### src/rtl/add.sv
// ---------------------------------------------------------------------------
// add -- WIDTH-bit unsigned ripple-carry adder with a zero-latency
//        combinational result and a one-cycle registered copy.
//
// Configuration macro:
//   ADD_CARRY_IN_EN  adds a 1-bit carry-in port (cin) after num2; it feeds
//                    the stage-0 carry. Undefined: carry-in is constant 0.
//
// Ports:
//   clk      rising-edge clock, used by the registered outputs only
//   rst_n    asynchronous active-low reset, clears all registered outputs
//   en       capture enable for the registered outputs
//   num1     operand A (unsigned, WIDTH bits)
//   num2     operand B (unsigned, WIDTH bits)
//   cin      carry-in (only with ADD_CARRY_IN_EN)
//   out      combinational sum, (num1 + num2 [+ cin]) mod 2^WIDTH
//   cout     combinational carry-out (bit WIDTH of the full sum)
//   ovf      combinational two's-complement overflow flag
//   sum_q    registered out
//   cout_q   registered cout
//   ovf_q    registered ovf
//   valid_q  high the cycle after an enabled capture
//
// Parameter:
//   WIDTH    operand / sum width in bits, 1..32 (default 4)
// ---------------------------------------------------------------------------
module add #(
    parameter int WIDTH = 4
) (
    input  logic             clk,
    input  logic             rst_n,
    input  logic             en,
    input  logic [WIDTH-1:0] num1,
    input  logic [WIDTH-1:0] num2,
`ifdef ADD_CARRY_IN_EN
    input  logic             cin,
`endif
    output logic [WIDTH-1:0] out,
    output logic             cout,
    output logic             ovf,
    output logic [WIDTH-1:0] sum_q,
    output logic             cout_q,
    output logic             ovf_q,
    output logic             valid_q
);

    // carry[i] is the carry into stage i; carry[WIDTH] is the final carry-out.
    logic [WIDTH:0] carry;

`ifdef ADD_CARRY_IN_EN
    assign carry[0] = cin;
`else
    assign carry[0] = 1'b0;
`endif

    // Explicit ripple chain of full adders. Kept purely combinational so the
    // sum never depends on clk, rst_n or en and stays valid during reset.
    generate
        for (genvar gi = 0; gi < WIDTH; gi++) begin : g_fa
            logic prop;
            assign prop          = num1[gi] ^ num2[gi];
            assign out[gi]       = prop ^ carry[gi];
            assign carry[gi + 1] = (num1[gi] & num2[gi]) | (prop & carry[gi]);
        end
    endgenerate

    assign cout = carry[WIDTH];

    // Signed overflow: carry into the MSB differs from carry out of the MSB.
    // For WIDTH = 1 the "carry into the MSB" is the stage-0 carry-in.
    assign ovf = carry[WIDTH] ^ carry[WIDTH-1];

    // Registered copy. valid_q is a one-cycle strobe marking each capture;
    // the data registers hold their last captured value while en is low.
    always_ff @(posedge clk or negedge rst_n) begin
        if (!rst_n) begin
            sum_q   <= '0;
            cout_q  <= 1'b0;
            ovf_q   <= 1'b0;
            valid_q <= 1'b0;
        end else if (en) begin
            sum_q   <= out;
            cout_q  <= cout;
            ovf_q   <= ovf;
            valid_q <= 1'b1;
        end else begin
            valid_q <= 1'b0;
        end
    end

endmodule

### config.mk
export PLATFORM = sky130hd
export DESIGN_NAME = add
export DESIGN_NICKNAME = d
export VERILOG_FILES = /design/src/rtl/add.sv
export SDC_FILE = /design/constraint.sdc
export NUM_CORES = 1
export LEC_CHECK = 0
export CAP_MARGIN = 10
export CORE_AREA = 2 2 39 41
export DETAILED_ROUTE_END_ITERATION = 10
export DIE_AREA = 0 0 41 43
export GPL_ROUTABILITY_DRIVEN = 0
export PLACE_DENSITY = 0.71
export SYNTH_ARGS = -nofsm -noshare
export SYNTH_HDL_FRONTEND = slang
export SYNTH_SLANG_ARGS = --single-unit
### constraint.sdc
create_clock -name clk -period 6.93 [get_ports clk]
set_input_delay 1.386 -clock clk [delete_from_list [all_inputs] [get_ports clk]]
set_output_delay 1.386 -clock clk [all_outputs]
set_load 0.02 [all_outputs]
Word-level counts from Yosys, hierarchy flattened
Cells that the tools add are included.
{ "totals": {"ff_bits": 7, "in_bits": 11, "word_cells": 23} }
{ "op_classes": {"mux": 1, "n_bitwise": 18} }
{ "op_table": {"columns": ["operator", "n"], "rows": [
  ["1-bit bitwise XOR", 8],
  ["1-bit bitwise AND", 7],
  ["1-bit bitwise OR", 3],
  ["1-bit two-way mux", 1]
]} }

Logic depth before layout (Yosys ltp)
{ "logic_depth": {"ltp_word": 8, "depth_mapped": 7} }

Worst setup path after synthesis
OpenSTA, ideal clock, no wires.
{ "synth_path": {"kind": "input -> output", "startpoint": "input port num1[0]", "endpoint": "output port out[3]", "arrival_time_ps": 2975, "path_slack_ps": 2569, "stages": 6, "path_buffers": 0, "cell_sequence": "ha_1 > fa_1 > fa_1 > inv_1 > fa_1 > inv_1"} }
{ "synth_between": {"elab_chain_cells": 6} }
{ "synth_lines": {"columns": ["item", "line", "text"], "rows": [
  ["from (decl)", "33", "input logic [WIDTH-1:0] num1,"],
  ["1-bit bitwise AND (2 in a row)", "63", "assign carry[gi + 1] = (num1[gi] & num2[gi]) | (prop & carry[gi]);"],
  ["1-bit bitwise OR", "63", null],
  ["1-bit bitwise AND", "63", null],
  ["1-bit bitwise OR", "63", null],
  ["1-bit bitwise XOR", "62", "assign out[gi] = prop ^ carry[gi];"],
  ["to (decl)", "38", "output logic [WIDTH-1:0] out,"]
]} }
No other way between the ends.

Worst setup path after layout
Same ends and word-level chain as after synthesis.

==> qor.txt <==
Worst reg2reg endpoint = ovf_q
Fin nets = 67
Tot GR Track Use = 9.75%
Clock Latency Late Sink = 250 ps
P&R area growth vs syn = 74.0%
Sum Neg Setup Slack = 0 ps
Layout filler cell count = 139
Critical Path End = out[3]
Netlist cell types = 11
Setup slack at placement = 1570 ps
Drt pass-1 iters = 4
# clock sinks = 7
Final instance area = 621 µm²
Commonest non-fill, non-tap cell in the layout = clkdlybuf4s50_1
Reg2Reg Launch Point = ovf_q
First-pass GRT wire length = 1.12 mm
Die Wd = 41 µm
CTS Buffer Depth = 2
Worst Setup Path Type = in2out
PwrDens = 247 nW/µm²
CP arrival = 3950 ps
CTS Buf Count = 3
Post-CTS Setup Bufs = 0
Syn. warnings = 0
TritonCTS clock tree = done
Total Power = 0.153 mW
Initial Util = 25.8%
Cts hold-fix bufs = 0
Layout Skew = 0 ps
Port Buf Inserts = 23
Commonest cells after routing, fill and taps aside = 23 x clkdlybuf4s50_1, 7 x dfrtp_1, 5 x inv_1, 4 x mux2_2
Vias per cell = 4.07
Drt wl/cell = 10.4 µm
Total gr overflow = 0
Status = complete, no violations
Final core occ = 44.8%
Dpl cell area = 594 µm²
Num rows = 14
Final-report max-slew violation count = 0
Die Ht = 43 µm
Core Footprint = 1380 µm²
Die area = 1760 µm²
Vias in the first global route = 277
Root buf cell = clkbuf_4
FF/Latch Area = 175 µm²
CP endpoint kind = output pin
Crit path required time = 5540 ps
Sequential share of the synthesized area = 49.1%
Syn Inst Count = 26
Critical Path Start Type = input pin
Tmin final = 5340 ps
Max_cap viols = 0
FF-to-FF setup slack = 6160 ps
Initial antenna violation count = 0
Via count = 273
Setup Viol. Count Final = 0
Hold Fails Final Rpt = 0
Fmax = 187 MHz
Critical path fanouts, max = 2
Worst Hold Class = reg2reg
Clock-pin slew on the worst setup and hold paths = 50 ps
Peak VDD IR = 0.125 mV
Pin count of the biggest net entering global routing = 9
Io pins = 24
Post-route setup slack = 1590 ps
RSZ-0062 raised after global routing = no
Critical path origin = num1[0]
Synth Area per Inst = 13.7 µm²
Syn Std Cell Area = 357 µm²
Reg2Reg Depth = 1
Worst slew margin = 77.0%
Measured slew at the worst slew-check pin = 345 ps
DPL Wire Length = 550 µm
Leak pwr = 0.273 nW
Crit share post-route = 77.0%
Synthesized flop and latch total = 7
Antenna-violating nets left = 0
N_diodes = 0
1st-iter DRT viols = 2
CTS resizes = 0
Syn nets = 41
Share of layout cells above drive strength 1 = 15.7%
CTS H-tree lvls = 1
Critical hold path startpoint = sum_q[1]
DRC = 0
Routed wire length = 699 µm
Multi-input gate area = 150 µm²
==> critical path, cell delays in order <==
cell and delay [ps]:
clkdlybuf4s50_1 400, ha_1 210, fa_1 370, fa_1 420
inv_1 90, fa_1 410, inv_1 80, clkdlybuf4s50_1 590
==> report_power, final <==
part | switching (mW) | total [mW] | internal, mW
logic | 0.0288 | 0.0637 | 0.0349
registers | 0.00358 | 0.0516 | 0.0480
clock network | 0.0158 | 0.0378 | 0.0220
total | 0.0481 | 0.153 | 0.105
==> cells in the mapped netlist <==
library cell / n / share of area (%)
dfrtp_1: 7 / 49
inv_1: 5 / 5.3
buf_2: 1 / 1.4
mux2_2: 4 / 13
mux2_4: 1 / 4.2
a21oi_1: 1 / 1.4
fa_1: 3 / 17
buf_4: 1 / 2.1
nor2_1: 1 / 1.1
xnor2_1: 1 / 2.5
ha_1: 1 / 3.5
==> cells by family (layout without fill, tap and decap cells) <==
logic type                 after synthesis  in the layout  share of synthesized area [%]
AOI/OAI and AO/OA                        1              1                           1.40
xor gates and xnor gates                 1              1                           2.46
adders and majority gates                4              4                           20.4
buffers and inverters                    7             32                           8.77
DFF                                      7              7                           49.1
muxes                                    5              5                           16.8
and+or+nand+nor                          1              1                           1.05
==> worst min-delay path by stage <==
stage	slack, ps	cells after the start	to
finish	500	1	sum_q[1]
global route	530	1	sum_q[0]
CTS	510	1	sum_q[1]
detailed placement	490	1	ovf_q
global placement	490	1	sum_q[1]
floorplan	620	2	cout_q
==> final cells by class <==
type / instances / share of cell area (%)
well taps: 16 / 3.23
multi-input cells: 12 / 24.2
repair buffers: 23 / 37.1
inverters: 5 / 3.02
clock buffers: 4 / 4.23
flip-flops and latches: 7 / 28.2
==> flip-flops by register name (all words and copies together) (netlist names) <==
name and cells:
cout_q 1, ovf_q 1, sum_q 4, valid_q 1
==> routing by layer <==
layer	track usage [%]	routed length (µm)
met1	11.3	282
met2	14.7	342
met3	6.28	75
met4	2.00	0
met5	0	0
==> per-stage QoR <==
stage | std cells | hold slack (ps)
finish | 67 | 502
global route | 67 | 528
CTS | 67 | 506
detailed placement | 63 | 492
global placement | 63 | 490
floorplan | 26 | 622
(Power assumes the default switching activity.)
